### config.mk
export PLATFORM = sky130hd
export DESIGN_NAME = pgr_uart_rx_sampler
export DESIGN_NICKNAME = d
export VERILOG_FILES = /design/src/rtl/pgr_uart_rx_sampler.sv
export SDC_FILE = /design/constraint.sdc
export NUM_CORES = 1
export LEC_CHECK = 0
export BUFFER_PORTS_ARGS = -buffer_cell sky130_fd_sc_hd__clkbuf_2
export CELL_PAD_IN_SITES_DETAIL_PLACEMENT = 0
export CELL_PAD_IN_SITES_GLOBAL_PLACEMENT = 2
export CORE_MARGIN = 2
export CORE_UTILIZATION = 35
export DETAILED_ROUTE_END_ITERATION = 10
export PLACE_DENSITY = 0.83
export REMOVE_ABC_BUFFERS = 1
export SYNTH_ARGS = -nofsm -noshare
export SYNTH_HDL_FRONTEND = slang
export SYNTH_SLANG_ARGS = --single-unit
### constraint.sdc
create_clock -name clk -period 2.85 [get_ports clk]
set_clock_uncertainty 0.05 [all_clocks]
set_input_delay 0.285 -clock clk [delete_from_list [all_inputs] [get_ports clk]]
set_output_delay 0.285 -clock clk [all_outputs]
set_load 0.02 [all_outputs]
### src/rtl/pgr_uart_rx_sampler.sv
// UART receiver: rxd synchroniser, start detection, 3-sample majority vote per bit,
// 5-8 bit de-framing with optional parity and first-stop-bit check, FIFO push.
module pgr_uart_rx_sampler #(
    parameter int unsigned OVERSAMPLE  = 6,
    parameter int unsigned SYNC_STAGES = 2
) (
    input  logic       clk,
    input  logic       rst_n,
    input  logic       clk_en,
    input  logic       rxd,
    input  logic [1:0] uart_word_len,
    input  logic       uart_parity_en,
    input  logic       uart_parity_type,
    input  logic       uart_stop_len,
    input  logic       uart_mode,
    input  logic       rx_fifo_full,
    output logic [7:0] rx_fifo_wr_data,
    output logic       rx_fifo_wr_en,
    output logic       rx_parity_err,
    output logic       rx_frame_err,
    output logic       rx_overrun_err,
    output logic       rx_busy
);
    localparam int unsigned PhW = $clog2(OVERSAMPLE);
    localparam logic [PhW-1:0] PhLast = PhW'(OVERSAMPLE - 1);
    localparam logic [PhW-1:0] PhS0   = PhW'(OVERSAMPLE / 2 - 1);
    localparam logic [PhW-1:0] PhS1   = PhW'(OVERSAMPLE / 2);
    localparam logic [PhW-1:0] PhVote = PhW'(OVERSAMPLE / 2 + 1);

    typedef enum logic [2:0] {StIdle, StStart, StData, StParity, StStop} state_e;

    state_e                 state_q, state_d;
    logic [SYNC_STAGES-1:0] sync_q, sync_d;
    logic                   prev_q, prev_d;
    logic [PhW-1:0]         ph_q, ph_d;
    logic [2:0]             cnt_q, cnt_d;
    logic [1:0]             samp_q, samp_d;
    logic [7:0]             data_q, data_d;
    logic [1:0]             wl_q, wl_d;
    logic                   par_en_q, par_en_d;
    logic                   par_odd_q, par_odd_d;
    logic                   msb_q, msb_d;
    logic                   perr_q, perr_d;
    logic [7:0]             wr_data_q, wr_data_d;
    logic                   wr_en_q, wr_en_d;
    logic                   perr_out_q, perr_out_d;
    logic                   ferr_q, ferr_d;
    logic                   ovr_q, ovr_d;

    logic       rxd_s;
    logic       vote;
    logic [2:0] last_idx;
    logic [2:0] bit_idx;
    logic       par_exp;

    // uart_stop_len is unused: only the first stop bit is checked, a second one is idle line.
    logic unused_stop_len;
    assign unused_stop_len = uart_stop_len;

    assign rxd_s    = sync_q[SYNC_STAGES-1];
    assign vote     = (samp_q[0] & samp_q[1]) | (samp_q[0] & rxd_s) | (samp_q[1] & rxd_s);
    assign last_idx = 3'd4 + {1'b0, wl_q};
    assign bit_idx  = msb_q ? (last_idx - cnt_q) : cnt_q;
    // Unused upper data bits stay 0, so the 8-bit reduction covers exactly N bits.
    assign par_exp  = par_odd_q ? ~(^data_q) : ^data_q;

    always_comb begin
        state_d    = state_q;
        sync_d     = {sync_q[SYNC_STAGES-2:0], rxd};
        prev_d     = prev_q;
        ph_d       = ph_q;
        cnt_d      = cnt_q;
        samp_d     = samp_q;
        data_d     = data_q;
        wl_d       = wl_q;
        par_en_d   = par_en_q;
        par_odd_d  = par_odd_q;
        msb_d      = msb_q;
        perr_d     = perr_q;
        wr_data_d  = wr_data_q;
        wr_en_d    = 1'b0;
        perr_out_d = 1'b0;
        ferr_d     = 1'b0;
        ovr_d      = 1'b0;

        if (clk_en) begin
            prev_d = rxd_s;
            if (state_q != StIdle) begin
                ph_d = (ph_q == PhLast) ? '0 : ph_q + 1'b1;
                if (ph_q == PhS0) samp_d[0] = rxd_s;
                if (ph_q == PhS1) samp_d[1] = rxd_s;
            end
            unique case (state_q)
                StIdle: begin
                    if (prev_q && !rxd_s) begin
                        state_d   = StStart;
                        ph_d      = '0;
                        cnt_d     = '0;
                        data_d    = '0;
                        perr_d    = 1'b0;
                        wl_d      = uart_word_len;
                        par_en_d  = uart_parity_en;
                        par_odd_d = uart_parity_type;
                        msb_d     = uart_mode;
                    end
                end
                StStart: begin
                    if (ph_q == PhVote && vote) begin
                        state_d = StIdle;
                        ph_d    = '0;
                    end else if (ph_q == PhLast) begin
                        state_d = StData;
                    end
                end
                StData: begin
                    if (ph_q == PhVote) data_d[bit_idx] = vote;
                    if (ph_q == PhLast) begin
                        cnt_d = cnt_q + 3'd1;
                        if (cnt_q == last_idx) state_d = par_en_q ? StParity : StStop;
                    end
                end
                StParity: begin
                    if (ph_q == PhVote) perr_d = (vote != par_exp);
                    if (ph_q == PhLast) state_d = StStop;
                end
                StStop: begin
                    if (ph_q == PhVote) begin
                        state_d    = StIdle;
                        ph_d       = '0;
                        cnt_d      = '0;
                        wr_data_d  = data_q;
                        wr_en_d    = ~rx_fifo_full;
                        ovr_d      = rx_fifo_full;
                        perr_out_d = perr_q;
                        ferr_d     = ~vote;
                    end
                end
                default: state_d = StIdle;
            endcase
        end
    end

    always_ff @(posedge clk) begin
        if (!rst_n) begin
            state_q    <= StIdle;
            sync_q     <= '1;
            prev_q     <= 1'b1;
            ph_q       <= '0;
            cnt_q      <= '0;
            samp_q     <= '0;
            data_q     <= '0;
            wl_q       <= '0;
            par_en_q   <= 1'b0;
            par_odd_q  <= 1'b0;
            msb_q      <= 1'b0;
            perr_q     <= 1'b0;
            wr_data_q  <= '0;
            wr_en_q    <= 1'b0;
            perr_out_q <= 1'b0;
            ferr_q     <= 1'b0;
            ovr_q      <= 1'b0;
        end else begin
            state_q    <= state_d;
            sync_q     <= sync_d;
            prev_q     <= prev_d;
            ph_q       <= ph_d;
            cnt_q      <= cnt_d;
            samp_q     <= samp_d;
            data_q     <= data_d;
            wl_q       <= wl_d;
            par_en_q   <= par_en_d;
            par_odd_q  <= par_odd_d;
            msb_q      <= msb_d;
            perr_q     <= perr_d;
            wr_data_q  <= wr_data_d;
            wr_en_q    <= wr_en_d;
            perr_out_q <= perr_out_d;
            ferr_q     <= ferr_d;
            ovr_q      <= ovr_d;
        end
    end

    assign rx_fifo_wr_data = wr_data_q;
    assign rx_fifo_wr_en   = wr_en_q;
    assign rx_parity_err   = perr_out_q;
    assign rx_frame_err    = ferr_q;
    assign rx_overrun_err  = ovr_q;
    assign rx_busy         = (state_q != StIdle);

endmodule

# [After elaboration in Yosys (flattened, before gate mapping)]
# Cells that the tools add are included.
[word_totals] inputBits=11 regBits=40 out_inout_bits=13
[classes] bitwise=8 n_mux=29 magnitude_cmp=2 n_addsub=4 reduce_logical=19 eq_ne=18
[ops] operator="3-bit 2-to-1 mux" count=16
[ops] operator="3-bit case mux with 3 select lines" count=2
[ops] operator="8-bit 2-to-1 mux" count=2
[ops] operator="8-bit case mux with 2 select lines" count=1
[ops] operator="3-bit case mux with 5 select lines" count=1
[ops] operator="2-bit != test (second input constant)" count=7
[ops] operator="3-bit by 2-bit equality test with 1-bit output (second input constant)" count=4
[ops] operator="3-bit AND reduction" count=4
[ops] operator="4-bit AND reduction" count=3
[ops] operator="3-bit equality test (second input constant)" count=3
[ops] operator="8-bit bitwise mux" count=1
[ops] operator="8-bit parity" count=1
[ops] operator="7-bit AND reduction" count=1
[ops] operator="3-bit by 1-bit adder with 3-bit output (second input constant)" count=2
[ops] operator="3-bit nonzero test" count=2
[ops] operator="5-bit AND reduction" count=1
[ops] operator="3-bit by 4-bit less-than comparator with 1-bit output (second input constant)" count=1
[ops] operator="1-bit 2-to-1 mux" count=4
[ops] operator="2-bit nonzero test" count=2
[ops] operator="3-bit by 2-bit adder with 3-bit output (first input constant)" count=1
[ops] operator="1-bit AND" count=3
[ops] operator="1-bit demux with 3-bit select" count=1
[ops] operator="3-bit by 1-bit equality test with 1-bit output (second input constant)" count=1
[ops] operator="3-bit equality test" count=1
[ops] operator="10 further kinds" count=15

# [Depth between registers and ports, before layout]
[depth] word_depth=10 mapped_depth=9 ltp_nobuf=9

# [Least setup slack after synthesis]
# Ideal clock, no wire load.
[synth_timing] path_kind="reg-to-reg" startpoint="reg ph_q[1]" endpoint="reg cnt_q[2]" setup_ps=70 period_less_slack_ps=2009 t_arrival_ps=1889 path_slack_ps=841 stages_incl_launch_ff=7 n_path_buf=1 path_cell_list="dfxtp_1 > clkbuf_2 > or3b_4 > a32o_2 > or2_1 > or4_1 > a21boi_1"
[synth_via] elab_chain_len=3
[synth_lines] element="start, declared" line_no="35" text="logic [PhW-1:0] ph_q, ph_d;"
[synth_lines] element="start signal, assigned" line_no="166" text="ph_q <= ph_d;"
[synth_lines] element="3-bit equality test, on equally long branches" line_no="127, 117"
[synth_lines] element="2-bit != test (no line)"
[synth_lines] element="5-bit AND reduction (no line) (*)"
[synth_lines] element="end signal, assigned" line_no="167" text="cnt_q <= cnt_d;"
[synth_lines] element="end, declared" line_no="36" text="logic [2:0] cnt_q, cnt_d;"
# Mark *: on every way between the ends. The rest lies on a longest branch, timed or not.
# A chain may end at the register's enable or synchronous reset.

# [Worst setup path after layout]
[layout_timing] startpoint="reg state_q[0]" endpoint="reg state_q[1]"
[layout_via] elab_chain_len=3
[layout_lines] element="start, declared" line_no="32" text="state_e state_q, state_d;"
[layout_lines] element="start signal, assigned" line_no="145" text="state_q <= StIdle;"
[layout_lines] element="start signal, assigned" line_no="163" text="state_q <= state_d;"
[layout_lines] element="3-bit by 1-bit equality test with 1-bit output (tied with other cells)" line_no="93" text="unique case (state_q)"
[layout_lines] element="3-bit != test (no line) or 2-bit != test (tied branches)"
[layout_lines] element="7-bit AND reduction (no line)"
# Several ways; a longest one is shown, not always the timed one.

==> summary.md <==
| Metric | Value |
|---|---|
| Post-route clock period utilization | approximately 81% |
| Setup Buffers After CTS | 0 |
| CTS Hold Bufs | 0 |
| Count of nets after finishing | roughly 270 |
| Met3 GRT Util | about 3.3% |
| Synth area leader | dfxtp_1 |
| Dpl cells | about 330 |
| Worst slew pin tran | between 0.7 and 0.8 ns |
| Seq/Total Area, Yosys | roughly two fifths |
| Post-synth EDFFs | 0 |
| Max Clock Freq | 433 MHz |
| Crit path from | state_q[0] |
| Row count | 28 |
| Minimum clock period after layout | 2.31 ns |
| Most frequent cells in the layout | dfxtp_1, nand2_1, clkbuf_2 |
| Avg Cell Area, Syn | ~8.8 sq um |
| Mapped Cells | 236 |
| Layout cells sized above 1 | ~16% |
| Clock tree buffer depth | 2 |
| First-pass DRT Iterations | 4 |
| Normalized max-slew margin | between 40% and 50% |
| Buffers on Ports | 22 |
| Leak pwr | around 0.96 nW |
| Main combinational cell family by area after synthesis | simple AND/OR/NAND/NOR gates |
| Final ANT Viol Nets | 0 |
| Synth Area in Compound Gates | approximately 17% |
| PostCTS Resize Cnt | 0 |
| Peak supply drop | between 0.15 and 0.2 mV |
| Core area | 5850 sq um |
| CP Launch Type | register |
| GR Layer Usage met1 | between 20% and 30% |
| Vias in the first global route | 1494 |
| Area contributors post-synth | dfxtp_1, mux2i_1, nor2b_1 |
| CTS Sinks | 40 |
| Crit path kind | reg -> reg |
| Worst-path clk slew | 0.07 ns |
| Final WL | about 4400 um |
| Unrepaired setup endpoints after global routing | false |
| Post-Synth Simple-Gate Area | 22.5% |
| Multi-input logic area | ~1200 sq um |
| Worst endpoint data arrival time | between 2 and 2.5 ns |
| Post-synth ARST share | 0% |
| CP Data Required Time | between 2 and 3 ns |
| CTS root buf | clkbuf_8 |
| Post-route insts no fill | between 300 and 400 |
| Mux cell area share after synthesis | ~8.1% |
| GRT Residual Overflow | 0 |
| Most common cell after layout, fill and taps aside | dfxtp_1 |
| Iter 0 DRT Violations | 92 |
| Pin count of the biggest net entering global routing | 43 |
| Die Ht | between 80 and 90 um |
| Wire per inst | 13.4 um |
| Min-delay src | rx_fifo_full |
| Final-layout fill cell count | about 610 |
| Worst setup EP type | register |
| Max-Cap Viols | 0 |
| Yosys cell types | 49 |
| Post-synth top flop | dfxtp_1 |
| Die area | 6600 sq um |
| Register area | between 800 and 900 sq um |
| Synthesized area | ~2100 sq um |
| Area grow syn2layout | 11.9% |
| Gr busiest metal | met2 |
| Setup TNS | 0 ns |
| Top-area cell type share of the netlist area | about two fifths |
| RD Place Congestion | approximately 0.73 |
| GRT Total Usage | 14.5% |
| Hold slack | about 0.1 ns |
| Final hold vios | 0 |
| CTS Buf Count | 5 |
| Pins Over Slew Limit | 0 |
| Area post-placement | approximately 2300 sq um |
| H-tree levels | 2 |
| Status | completed |
| Cell area after layout | around 2300 sq um |
| Die Wd | 81.2 um |
| Power Total | between 0.001 and 0.0015 W |
| Clk Latency, worst-skew pair | roughly 0.30 ns |
| Synth Register Bits | 40 |
| CTS tree | built |
| GRT met2 Usage | a little over a fifth |
| Initial antenna violation count | 0 |
| PwrDens | ~430 nW/um^2 |
| Vias post-DR | 1689 |
| Hold crit path type | in -> reg |
| Adder-cell share of the synthesized area | under 10% |
| First-pass GRT wire length | roughly 7300 um |
| Yosys warns | 0 |
| Max FO, Critical Path | 9 |
| Xor/xnor share of the synthesized area | 4.61% |
| Diodes inserted | 0 |
| Hpwl dp | 3110 um |
| Drt drc | 0 |
| Final Setup Violations | 0 |
| Ports | 24 |
| R2R Path Start | state_q[0] |
| Vias per inst | around 5 |
| Initial core utilization | between 30% and 40% |
-- state kept, by name, indices dropped and copies added, names as in the netlist --
signal / count
cnt_q: 3
data_q: 8
msb_q: 1
par_en_q: 1
par_odd_q: 1
perr_q: 1
ph_q: 3
prev_q: 1
rx_fifo_wr_data: 8
rx_fifo_wr_en: 1
rx_frame_err: 1
rx_overrun_err: 1
rx_parity_err: 1
samp_q: 2
state_q: 3
sync_q: 2
wl_q: 2
-- routing by layer --
layer | part of all wire (%) | up-vias
li1 | - | 879
met1 | 52 | 768
met2 | 42 | 32
met3 | 3.4 | 10
met4 | 2.2 | 0
met5 | 0 | -
-- report_power, final --
| part | internal [W] | switching, W |
|---|---|---|
| logic | 0.0000302 | 0.0000424 |
| registers | 0.000564 | 0.00000772 |
| clock network | 0.000166 | 0.000201 |
-- worst max-delay path, stage by stage, from the launching register on --
cell and delay (ns):
dfxtp_1 0.40, nor3_1 0.40, inv_1 0.20, o21ai_0 0.65, nor4_1 0.15, buf_4 0.19
nand4b_1 0.08, o21ai_0 0.09
-- cells in the mapped netlist, types with 2 or more instances --
master     n
a21boi_0  11
buf_6      3
ha_1       4
xnor2_1    8
nor3_1     8
nand2_1   24
nand3_1    3
nor2_1     7
nand4b_1   2
clkbuf_1   7
o21ai_0   15
xor2_1     3
nand3b_1   2
nor2b_1   19
nor3b_1    2
a21oi_1   10
a221oi_1   2
mux2i_1   17
and3_1     3
a31oi_1    2
o32ai_1    4
dfxtp_1   40
nand2b_1   4
inv_1     11
-- metrics by stage --
step	utilization (%)	worst slack, ns
2_1_floorplan	-	0.797
4_1_cts	39.9	0.526
3_3_place_gp	38.6	0.596
6_report	39.9	0.539
5_1_grt	39.9	0.389
3_5_place_dp	38.6	0.548
-- cell families after synthesis --
logic type / count (synthesis)
AOI/OAI and AO/OA: 54
xor gates and xnor gates: 11
adders and majority gates: 6
buffers and inverters: 23
DFF: 40
muxes: 17
and+or+nand+nor: 85
-- final cells by class --
type | count | area share (%)
Clock buffer | 5 | 2.94
Clock inverter | 2 | 0.535
Inverter | 11 | 1.77
Multi-Input combinational cell | 173 | 50.2
Sequential cell | 40 | 34.3
Tap cell | 75 | 4.01
Timing Repair Buffer | 27 | 6.32
-- worst paths after layout --
check	cells after the start	to	slack (ns)
worst max-delay path	7	state_q[1]	0.54
worst min-delay path	2	rx_fifo_wr_en	0.10
worst min register to register	1	sync_q[1]	0.36
worst max register to register	7	state_q[1]	0.54
No activity file was read; power rests on OpenSTA's default activity.
